$ cat src/rtl/cla64_bist_if.sv
// cla64_bist_if: control/status bundle between a test controller and the
// cla64 self-test engine.
//   start         controller -> bist  one-cycle run request
//   inject_fault  controller -> bist  flip sum bit 0 at compare (only with
//                                     CLA64_BIST_INJECT_EN defined)
//   busy, done, pass                  run status (registered)
//   vector_count, error_count         per-run counters
//   fail_a/b/cin/sum                  first failing vector capture
`timescale 1ns/1ps

interface cla64_bist_if;
  localparam int unsigned DW = 64;
  localparam int unsigned CW = 32;

  logic          start;
`ifdef CLA64_BIST_INJECT_EN
  logic          inject_fault;
`endif
  logic          busy;
  logic          done;
  logic          pass;
  logic [CW-1:0] vector_count;
  logic [CW-1:0] error_count;
  logic [DW-1:0] fail_a;
  logic [DW-1:0] fail_b;
  logic          fail_cin;
  logic [DW-1:0] fail_sum;

  // Test controller side.
  modport master (
`ifdef CLA64_BIST_INJECT_EN
    output inject_fault,
`endif
    output start,
    input  busy,
    input  done,
    input  pass,
    input  vector_count,
    input  error_count,
    input  fail_a,
    input  fail_b,
    input  fail_cin,
    input  fail_sum
  );

  // Self-test engine side.
  modport slave (
`ifdef CLA64_BIST_INJECT_EN
    input  inject_fault,
`endif
    input  start,
    output busy,
    output done,
    output pass,
    output vector_count,
    output error_count,
    output fail_a,
    output fail_b,
    output fail_cin,
    output fail_sum
  );

endinterface

$ cat src/rtl/cla64_bist.sv
// cla64_bist: built-in self-test for the 64-bit carry-lookahead adder cla64.
// Two Galois LFSRs generate operands; each vector is applied for one settle
// cycle (APPLY) and compared against a behavioural a+b+cin in CHECK.
//   clk      rising-edge clock
//   reset_n  asynchronous active-low reset
//   bus      cla64_bist_if.slave (start, status, counters, first-fail capture)
// Optional feature macro: CLA64_BIST_INJECT_EN adds inject_fault, which
// inverts bit 0 of the observed sum during CHECK.
// Also contains cla64 (sum, a, b, cin): three-level 4-bit-group CLA.
`timescale 1ns/1ps

module cla64 (
  output logic [63:0] sum,
  input  logic [63:0] a,
  input  logic [63:0] b,
  input  logic        cin
);
  localparam int unsigned W  = 64;
  localparam int unsigned NG = W / 4;   // 4-bit groups
  localparam int unsigned NS = NG / 4;  // 16-bit sections

  // Group generate over four (g, p) pairs.
  function automatic logic gen4(input logic [3:0] g, input logic [3:0] p);
    return g[3] | (p[3] & g[2]) | (p[3] & p[2] & g[1]) | (p[3] & p[2] & p[1] & g[0]);
  endfunction

  // Carries into positions 0..3 of a 4-wide block, all from ci in parallel.
  function automatic logic [3:0] carries4(input logic [3:0] g, input logic [3:0] p,
                                          input logic ci);
    logic [3:0] c;
    c[0] = ci;
    c[1] = g[0] | (p[0] & ci);
    c[2] = g[1] | (p[1] & g[0]) | (p[1] & p[0] & ci);
    c[3] = g[2] | (p[2] & g[1]) | (p[2] & p[1] & g[0]) | (p[2] & p[1] & p[0] & ci);
    return c;
  endfunction

  // Bit -> group -> section lookahead tree; carry-out is not needed.
  function automatic logic [W-1:0] cla_sum(input logic [W-1:0] x, input logic [W-1:0] y,
                                           input logic ci);
    logic [W-1:0]  p;
    logic [W-1:0]  g;
    logic [NG-1:0] gp;
    logic [NG-1:0] gg;
    logic [NS-1:0] sp;
    logic [NS-1:0] sg;
    logic [NS-1:0] sc;
    logic [NG-1:0] gc;
    logic [W-1:0]  c;
    p = x ^ y;
    g = x & y;
    for (int unsigned j = 0; j < NG; j++) begin
      gp[j] = &p[4*j +: 4];
      gg[j] = gen4(g[4*j +: 4], p[4*j +: 4]);
    end
    for (int unsigned k = 0; k < NS; k++) begin
      sp[k] = &gp[4*k +: 4];
      sg[k] = gen4(gg[4*k +: 4], gp[4*k +: 4]);
    end
    sc = carries4(sg, sp, ci);
    for (int unsigned k = 0; k < NS; k++) begin
      gc[4*k +: 4] = carries4(gg[4*k +: 4], gp[4*k +: 4], sc[k]);
    end
    for (int unsigned j = 0; j < NG; j++) begin
      c[4*j +: 4] = carries4(g[4*j +: 4], p[4*j +: 4], gc[j]);
    end
    return p ^ c;
  endfunction

  assign sum = cla_sum(a, b, cin);

endmodule

module cla64_bist #(
  parameter int unsigned N_VECTORS = 64,
  parameter logic [63:0] SEED      = 64'h0123_4567_89AB_CDEF
) (
  input logic         clk,
  input logic         reset_n,
  cla64_bist_if.slave bus
);
  localparam int unsigned W  = 64;
  localparam int unsigned CW = 32;
  localparam logic [W-1:0]  TAPS     = 64'hD800_0000_0000_0000;
  localparam logic [CW-1:0] LAST_IDX = CW'(N_VECTORS - 1);

  localparam logic [1:0] S_IDLE  = 2'd0;
  localparam logic [1:0] S_APPLY = 2'd1;
  localparam logic [1:0] S_CHECK = 2'd2;
  localparam logic [1:0] S_DONE  = 2'd3;

  logic [1:0]    state;
  logic [1:0]    state_nxt;
  logic [W-1:0]  lfa;
  logic [W-1:0]  lfb;
  logic [CW-1:0] vec_cnt;
  logic [CW-1:0] err_cnt;
  logic [W-1:0]  fail_a_q;
  logic [W-1:0]  fail_b_q;
  logic          fail_cin_q;
  logic [W-1:0]  fail_sum_q;
  logic          first_fail;
  logic          busy_q;
  logic          done_q;
  logic          pass_q;

  logic          cin_c;
  logic [W-1:0]  dut_sum;
  logic [W-1:0]  obs_sum_c;
  logic [W-1:0]  ref_sum_c;
  logic          mismatch_c;
  logic          last_c;
  logic          load_c;
  logic          check_c;
  logic [CW-1:0] err_sat_c;
  logic [CW-1:0] err_nxt_c;

  // Right-shifting Galois LFSR step.
  function automatic logic [W-1:0] lfsr_step(input logic [W-1:0] cur);
    return {1'b0, cur[W-1:1]} ^ (cur[0] ? TAPS : {W{1'b0}});
  endfunction

  // Operands come straight from the LFSR registers; cin mixes both ends.
  assign cin_c = lfa[0] ^ lfb[W-1];

  cla64 u_cla64 (
    .sum (dut_sum),
    .a   (lfa),
    .b   (lfb),
    .cin (cin_c)
  );

`ifdef CLA64_BIST_INJECT_EN
  assign obs_sum_c = dut_sum ^ {{(W-1){1'b0}}, bus.inject_fault & (state == S_CHECK)};
`else
  assign obs_sum_c = dut_sum;
`endif

  // Behavioural reference and compare.
  assign ref_sum_c  = lfa + lfb + W'(cin_c);
  assign mismatch_c = (obs_sum_c != ref_sum_c);
  assign last_c     = (vec_cnt == LAST_IDX);
  assign err_sat_c  = (err_cnt == {CW{1'b1}}) ? err_cnt : err_cnt + CW'(1);
  assign err_nxt_c  = mismatch_c ? err_sat_c : err_cnt;

  // State register.
  always_ff @(posedge clk or negedge reset_n) begin
    if (!reset_n) state <= S_IDLE;
    else          state <= state_nxt;
  end

  // Next-state and per-cycle control strobes.
  always_comb begin
    state_nxt = state;
    load_c    = 1'b0;
    check_c   = 1'b0;
    case (state)
      S_IDLE, S_DONE: begin
        if (bus.start) begin
          load_c    = 1'b1;
          state_nxt = S_APPLY;
        end
      end
      S_APPLY: state_nxt = S_CHECK;
      S_CHECK: begin
        check_c   = 1'b1;
        state_nxt = last_c ? S_DONE : S_APPLY;
      end
      default: state_nxt = S_IDLE;
    endcase
  end

  // Generators, counters and first-fail capture.
  always_ff @(posedge clk or negedge reset_n) begin
    if (!reset_n) begin
      lfa        <= SEED;
      lfb        <= ~SEED;
      vec_cnt    <= '0;
      err_cnt    <= '0;
      fail_a_q   <= '0;
      fail_b_q   <= '0;
      fail_cin_q <= 1'b0;
      fail_sum_q <= '0;
      first_fail <= 1'b0;
      pass_q     <= 1'b0;
    end else if (load_c) begin
      lfa        <= SEED;
      lfb        <= ~SEED;
      vec_cnt    <= '0;
      err_cnt    <= '0;
      fail_a_q   <= '0;
      fail_b_q   <= '0;
      fail_cin_q <= 1'b0;
      fail_sum_q <= '0;
      first_fail <= 1'b0;
      pass_q     <= 1'b0;
    end else if (check_c) begin
      vec_cnt <= vec_cnt + CW'(1);
      err_cnt <= err_nxt_c;
      if (mismatch_c && !first_fail) begin
        fail_a_q   <= lfa;
        fail_b_q   <= lfb;
        fail_cin_q <= cin_c;
        fail_sum_q <= obs_sum_c;
        first_fail <= 1'b1;
      end
      lfa <= lfsr_step(lfa);
      lfb <= lfsr_step(lfb);
      if (last_c) pass_q <= (err_nxt_c == '0);
    end
  end

  // Registered status, decoded from the next state so it tracks the FSM.
  always_ff @(posedge clk or negedge reset_n) begin
    if (!reset_n) begin
      busy_q <= 1'b0;
      done_q <= 1'b0;
    end else begin
      busy_q <= (state_nxt == S_APPLY) || (state_nxt == S_CHECK);
      done_q <= (state_nxt == S_DONE);
    end
  end

  assign bus.busy         = busy_q;
  assign bus.done         = done_q;
  assign bus.pass         = pass_q;
  assign bus.vector_count = vec_cnt;
  assign bus.error_count  = err_cnt;
  assign bus.fail_a       = fail_a_q;
  assign bus.fail_b       = fail_b_q;
  assign bus.fail_cin     = fail_cin_q;
  assign bus.fail_sum     = fail_sum_q;

endmodule

$ cat src/flat_wrapper.sv
// flat-port wrapper written by rule: the top's interface ports become plain ports
module cla64_bist_flat 
#(
  parameter int unsigned N_VECTORS = 64,
  parameter logic [63:0] SEED      = 64'h0123_4567_89AB_CDEF
)
  (clk, reset_n, bus_start, bus_busy, bus_done, bus_pass, bus_vector_count, bus_error_count, bus_fail_a, bus_fail_b, bus_fail_cin, bus_fail_sum);
  cla64_bist_if bus_i ();
  input logic clk;
  input logic reset_n;
  input wire logic [$bits(bus_i.start)-1:0] bus_start;
  output wire logic [$bits(bus_i.busy)-1:0] bus_busy;
  output wire logic [$bits(bus_i.done)-1:0] bus_done;
  output wire logic [$bits(bus_i.pass)-1:0] bus_pass;
  output wire logic [$bits(bus_i.vector_count)-1:0] bus_vector_count;
  output wire logic [$bits(bus_i.error_count)-1:0] bus_error_count;
  output wire logic [$bits(bus_i.fail_a)-1:0] bus_fail_a;
  output wire logic [$bits(bus_i.fail_b)-1:0] bus_fail_b;
  output wire logic [$bits(bus_i.fail_cin)-1:0] bus_fail_cin;
  output wire logic [$bits(bus_i.fail_sum)-1:0] bus_fail_sum;
  assign bus_i.start = bus_start;
  assign bus_busy = bus_i.busy;
  assign bus_done = bus_i.done;
  assign bus_pass = bus_i.pass;
  assign bus_vector_count = bus_i.vector_count;
  assign bus_error_count = bus_i.error_count;
  assign bus_fail_a = bus_i.fail_a;
  assign bus_fail_b = bus_i.fail_b;
  assign bus_fail_cin = bus_i.fail_cin;
  assign bus_fail_sum = bus_i.fail_sum;
  cla64_bist #(.N_VECTORS(N_VECTORS), .SEED(SEED)) u_core (.clk(clk), .reset_n(reset_n), .bus(bus_i));
endmodule
$ cat config.mk
export PLATFORM = sky130hd
export DESIGN_NAME = cla64_bist_flat
export DESIGN_NICKNAME = d
export VERILOG_FILES = /design/src/rtl/cla64_bist_if.sv /design/src/rtl/cla64_bist.sv /design/src/flat_wrapper.sv
export SDC_FILE = /design/constraint.sdc
export NUM_CORES = 1
export LEC_CHECK = 0
export BUFFER_PORTS_ARGS = -buffer_cell sky130_fd_sc_hd__buf_2
export CAP_MARGIN = 15
export CORE_MARGIN = 1
export CORE_UTILIZATION = 45
export CTS_CLUSTER_DIAMETER = 150
export DETAILED_ROUTE_END_ITERATION = 8
export PLACE_DENSITY = 0.62
export SYNTH_ARGS = -nofsm -noshare
export SYNTH_HDL_FRONTEND = slang
export SYNTH_SLANG_ARGS = --single-unit
$ cat constraint.sdc
create_clock -name clk -period 18.1 [get_ports clk]
set_input_delay 1.81 -clock clk [delete_from_list [all_inputs] [get_ports clk]]
set_output_delay 1.81 -clock clk [all_outputs]
set_load 0.01 [all_outputs]
; Word level (Yosys, flattened, before mapping)
; Index checks and enable logic that the tools add are counted.
[totals]
ff_bits = 391
input_bits = 3
output_inout_bits = 260
[op_classes]
bitwise = 465
eq_ne = 9
reduce_logical = 29
add_sub_neg = 4
n_mux = 36
[ops]
columns = cell, count
row1 = 2-to-1 mux 64 bit, 15
row2 = AND 1 bit, 279
row3 = 2-to-1 mux 32 bit, 6
row4 = bitwise OR 1 bit, 180
row5 = XOR 63 x 64 -> 64 bit, 2
row6 = XOR 64 bit, 2
row7 = "adder 32 x 1 -> 32 bit, second input constant", 2
row8 = adder 64 x 1 -> 64 bit, 1
row9 = adder 64 bit, 1
row10 = != test 64 bit, 1
row11 = AND 63 bit, 1
row12 = AND reduction 4 bit, 15
row13 = AND reduction 16 bit, 3
row14 = "== test 32 bit, second input constant", 1
row15 = "== test 32 x 6 -> 1 bit, second input constant", 1
row16 = logical NOT 32 bit, 1
row17 = 2-to-1 mux 1 bit, 12
row18 = "== test 2 bit, second input constant", 4
row19 = one-hot mux 2 bit (3 select lines), 1
row20 = nonzero test 2 bit, 3
row21 = "== test 2 x 1 -> 1 bit, second input constant", 2
row22 = 2-to-1 mux 2 bit, 2
row23 = AND reduction 2 bit, 2
row24 = logical NOT 2 bit, 1
row25 = 5 further kinds, 5

; Logic depth before layout (Yosys ltp)
[logic_depth]
depth_word = 24
depth_mapped = 29
ltp_nobuf = 26

; Cells and area by module
; A second synthesis with hierarchy kept.
[unflattened]
hier_cells = 3078
hier_area_um2 = 26187.6
[modules_own_cells]
columns = module, seq_area_each_um2, instances, area_per_inst_um2, cells_per_inst
row1 = cla64_bist, 9864.5, 1, 23327.4, 2729
row2 = cla64, 0.0, 1, 2860.2, 349

; Worst setup path before layout
; Ideal clock, no wire load.
[synth_timing]
path_type = register to register
from = register u_core.lfb[4]
to = register u_core.fail_a_q[33], in the netlist u_core.bus.fail_a[33]
path_slack_ns = 12.206
t_arrival_ns = 5.816
path_stages_with_launch = 28
required_ns = 18.022
n_path_buf = 4
setup_ns = 0.078
cell_sequence = dfstp_2 ha_1 buf_2 nand4_2 or4b_1 o211ai_2 inv_2 o22a_1 nand2_1 inv_2 o21ai_0 a41o_1 a21o_1 a21oi_1 fa_1 xnor2_1 or4_1 o211ai_1 o311ai_1 nor4b_4 nand3_4 and2_1 nand2b_1 buf_4 buf_8 buf_6 nand2_1 a21oi_1
[synth_via]
elab_chain_cells = 18
[synth_rtl]
columns = element, line
row1 = start: declaration, cla64_bist.sv:95  ; logic [W-1:0] lfb;
row2 = start signal: assignment, cla64_bist.sv:177  ; lfb <= ~SEED;
row3 = start signal: assignment, cla64_bist.sv:188  ; lfb <= ~SEED;
row4 = start signal: assignment, cla64_bist.sv:208  ; lfb <= lfsr_step(lfb);
row5 = "parallel branches: the longest is 14 deep, another holds adder 64 bit", n/a
row6 = != test 64 bit *, cla64_bist.sv:141  ; assign mismatch_c = (obs_sum_c != ref_sum_c);
row7 = logical AND 1 bit *, cla64_bist.sv:200  ; if (mismatch_c && !first_fail) begin
row8 = nonzero test 2 bit (no source line) *, n/a
row9 = AND reduction 2 bit (no source line) *, n/a
row10 = end signal: assignment, cla64_bist.sv:201  ; fail_a_q <= lfa;
row11 = end: declaration, cla64_bist.sv:98  ; logic [W-1:0] fail_a_q;
; Every way passes the cells marked *.
; A chain may end at the register's enable or synchronous reset.

; Worst setup path in the final report
[layout_timing]
from = register u_core.lfa[4]
to = register u_core.fail_sum_q[24], in the netlist u_core.bus.fail_sum[24]
[layout_via]
elab_chain_cells = 18
[layout_rtl]
columns = element, line
row1 = start: declaration, cla64_bist.sv:94  ; logic [W-1:0] lfa;
row2 = start signal: assignment, cla64_bist.sv:207  ; lfa <= lfsr_step(lfa);
row3 = "parallel branches: the longest is 18 deep, another holds adder 64 bit", n/a
row4 = end signal: assignment, cla64_bist.sv:204  ; fail_sum_q <= obs_sum_c;
row5 = end: declaration, cla64_bist.sv:101  ; logic [W-1:0] fail_sum_q;
; Parallel ways; which one is timed is not known. The select of a mux whose other input is x is not followed.

==> flow_summary.toml <==
[clocking]
cts_tree = "yes"
holdBufCountCts = 0
post_cts_buffers = 0
clkTransAtPathRegs_ns = 0.06
cts_root_buffer = "clkbuf_16"
post_cts_resized = 0
cts.sinks = 391
clockBufferDepth = 3
numCtsBuffers = 44
clkLatencyLatePin_ns = 0.59
cts_max_level = 2

[power_and_ir_drop]
powerDensity_mw_per_mm2 = 69.1
switching_power_mw = 0.386
p_int_mw = 1.40
combPwrFrac = 0.010
ir_drop_uv = 53.4
power.share.sequential = 0.490
power.leakage_nw = 11.5
p_clk_frac = 0.500
switching_share = 0.216

[grt]
grt_pass1_wl_um = 105000
antenna_found_initial = 0
gr-total-overflow = 0
grt_max_degree = 104
grt_pass1_vias = 19068
grt_usage = 0.255

[worst_hold_path]
hold_class = "flop to flop"
worstHoldStart = "u_core.bus.fail_a[41]$_DFFE_PN0P_"
whs_path_depth = 2

[setup_path]
regToRegStartpoint = "u_core.lfa[4]$_DFFE_PN0P_"
cpMaxStageDelayCell = "o21ai_0"
crit_start = "u_core.lfa[4]$_DFFE_PN0P_"
worstSetupPathType = "flop to flop"
critical-path-max-stage-delay_ns = 0.78
reg2reg_depth = 25
cp-start-kind = "flop"
endpoint_kind = "flop"
cp_max_fo = 96
crit_arrival_ns = 9.09
required_ns = 18.51

[routing]
drt_iter0_drc = 1188
first_pass_iters = 7
avgRoutedWirePerCell_um = 19.0
vias = 19486
post_drt_via_cell_ratio = 5.60
ant_nets = 0
wl_um = 66300
drc_errors = 1

[sta]
fin_crit_ns = 8.68
slew_viol_final = 0
worst_pin_slew_ns = 1.08
worst_hold_slack_ns = 0.515
setup_ws_ns = 9.42
tns_ns = 0
max_slew_margin = 0.279
fin_skew_ns = 0.0222
finalHoldViolCount = 0
setup_viol = 0
max_freq_ghz = 0.115
timing.final.crit_share = 0.479
rsz0062_at_grt = "false"

[yosys]
yosysWarningCount = 0
synthMuxAreaShare = 0.0592
seq_area_frac_synth = 0.432
synth-main-ff-cell = "dfrtp_1"
synth_cell_types = 95
synth_simple_gate_area_frac = 0.214
synth_compound_area_frac = 0.145
syn-cell-area_mm2 = 0.0228
synthAdderAreaFrac = 0.0513
synth_top_family_by_area = "simple AND/OR/NAND/NOR gates"
postSynth.asyncResetShare = 1.00
synth_edf_count = 0
ys_ff_latch = 391
synth_cells = 2604
synth_fp_nets = 2691
syn_area_per_cell_um2 = 8.76
synth_xor_area_frac = 0.0576

[placement]
dpl_worst_slack_ns = 9.55
place.gp.congestion = 0.887
dp_hpwl_um = 48300
io_buffers = 262
placement.cell_area_mm2 = 0.0244

[layout]
final_util = 0.516
antennaDiodeCount = 0
area_delta_synth_final_pct = 13.2
num-nets-final = 2861
drive_gt1_frac = 0.159
final_design_area_no_fill_mm2 = 0.0258

[outcome]
status = "finished, violations left"
violations = "design-rule violations"

[floorplan]
die_area_mm2 = 0.0516
initial_core_util = 0.456
design.core.area_mm2 = 0.0501
die_w_um = 227
io_pins = 263
die_height_um = 227
rows = 82

[flow_run]
drv_cap = 0
==> Yosys cell counts, types with 8 or more instances <==
master / count / area, um^2
a211oi_1: 25 / 188
a21o_1: 26 / 195
a21oi_1: 312 / 1560
and2_1: 23 / 144
and3_1: 25 / 156
and4_1: 21 / 184
buf_1: 11 / 41.3
buf_2: 38 / 190
clkbuf_1: 86 / 323
dfrtp_1: 327 / 8180
dfstp_2: 64 / 1680
fa_1: 16 / 320
ha_1: 68 / 851
inv_1: 44 / 165
mux2i_1: 129 / 1290
nand2_1: 559 / 2100
nand2b_1: 9 / 56.3
nand3_1: 37 / 185
nand4_1: 54 / 338
nor2_1: 243 / 912
nor2b_1: 9 / 56.3
nor3_1: 42 / 210
nor4_1: 18 / 113
o211ai_1: 24 / 180
o21a_1: 11 / 82.6
o21ai_0: 52 / 260
o21ai_1: 18 / 90.1
o21bai_1: 8 / 60.1
or3_1: 8 / 50.1
xnor2_1: 80 / 701
xor2_1: 70 / 613
==> power groups by stage <==
stage               Sequential (mW)  Clock, mW  Combinational, mW
floorplan                     0.890          0          0.0000502
global placement              0.890          0             0.0187
detailed placement            0.890          0             0.0191
CTS                           0.875      0.917             0.0191
global route                  0.874      0.947             0.0214
finish                        0.875      0.892             0.0177
==> final timing paths <==
check / slack (ns) / endpoint
worst max-delay path: 9.42 / u_core.bus.fail_sum[24]$_DFFE_PN0P_
worst min-delay path: 0.51 / u_core.bus.fail_a[41]$_DFFE_PN0P_
worst max register to register: 9.42 / u_core.bus.fail_sum[24]$_DFFE_PN0P_
worst min register to register: 0.51 / u_core.bus.fail_a[41]$_DFFE_PN0P_
max in group asynchronous: 14.41 / u_core.lfa[28]$_DFFE_PN0P_
min in group asynchronous: 1.24 / u_core.bus.vector_count[19]$_DFFE_PN0P_
==> stage by stage <==
| step | instances | total power [mW] |
|---|---|---|
| global placement | 3400 | 0.909 |
| CTS | 3482 | 1.81 |
| finish | 3482 | 1.78 |
| floorplan | 2604 | 0.891 |
| detailed placement | 3400 | 0.909 |
| global route | 3482 | 1.84 |
==> layout by cell type, fill, tap and decap left out, drive strengths merged, types with 64 or more instances in the layout <==
cell | netlist | final
buf | 66 | 276
xor2 | 70 | 70
o21ai | 71 | 71
ha | 68 | 68
nor2 | 244 | 244
nand2 | 560 | 560
xnor2 | 80 | 80
a21oi | 312 | 312
clkbuf | 86 | 66
mux2i | 129 | 129
dfrtp | 327 | 327
dfstp | 64 | 64
==> state kept, by name, indices dropped and copies added (netlist names) <==
| signal | count |
|---|---|
| u_core.lfa | 64 |
| u_core.bus.busy | 1 |
| u_core.lfb | 64 |
| u_core.bus.vector_count | 32 |
| u_core.first_fail | 1 |
| u_core.bus.fail_cin | 1 |
| u_core.state | 2 |
| u_core.bus.pass | 1 |
| u_core.bus.fail_b | 64 |
| u_core.bus.fail_a | 64 |
| u_core.bus.error_count | 32 |
| u_core.bus.fail_sum | 64 |
| u_core.bus.done | 1 |
==> critical path: cells and delay by family, from the launching register on <==
family                   cells  cell delay (ns)
AND/OR/NAND/NOR             10             3.33
flip-flops                   1             0.44
buffers and inverters        3             0.94
adder cells (fa/ha/maj)      2             0.95
XOR/XNOR                     1             0.20
AO/OA/AOI/OAI                9             2.48
==> final cells by class <==
class / instances / area, um^2
clock buffers: 66 / 1280
well taps: 672 / 841
repair buffers: 276 / 1430
flip-flops and latches: 391 / 9860
clock inverters: 16 / 169
multi-input cells: 2013 / 12100
inverters: 48 / 180
fillers: 4868 / 24200
==> layer usage <==
layer / up-vias / global-route usage / routed length (um)
met5: - / 0 / 0
met3: 81 / 0.0334 / 2740
met1: 9612 / 0.348 / 29900
li1: 9379 / - / -
met4: 0 / 0.0611 / 1240
met2: 414 / 0.430 / 32400
==> cells by family (layout without fill, tap and decap cells) <==
group	count (synthesis)	in the layout
AOI/OAI and AO/OA	555	555
xor gates and xnor gates	150	150
adders and majority gates	84	84
buffers and inverters	200	406
DFF	391	391
muxes	134	134
and+or+nand+nor	1090	1090
Power figures use the tool's default switching activity.
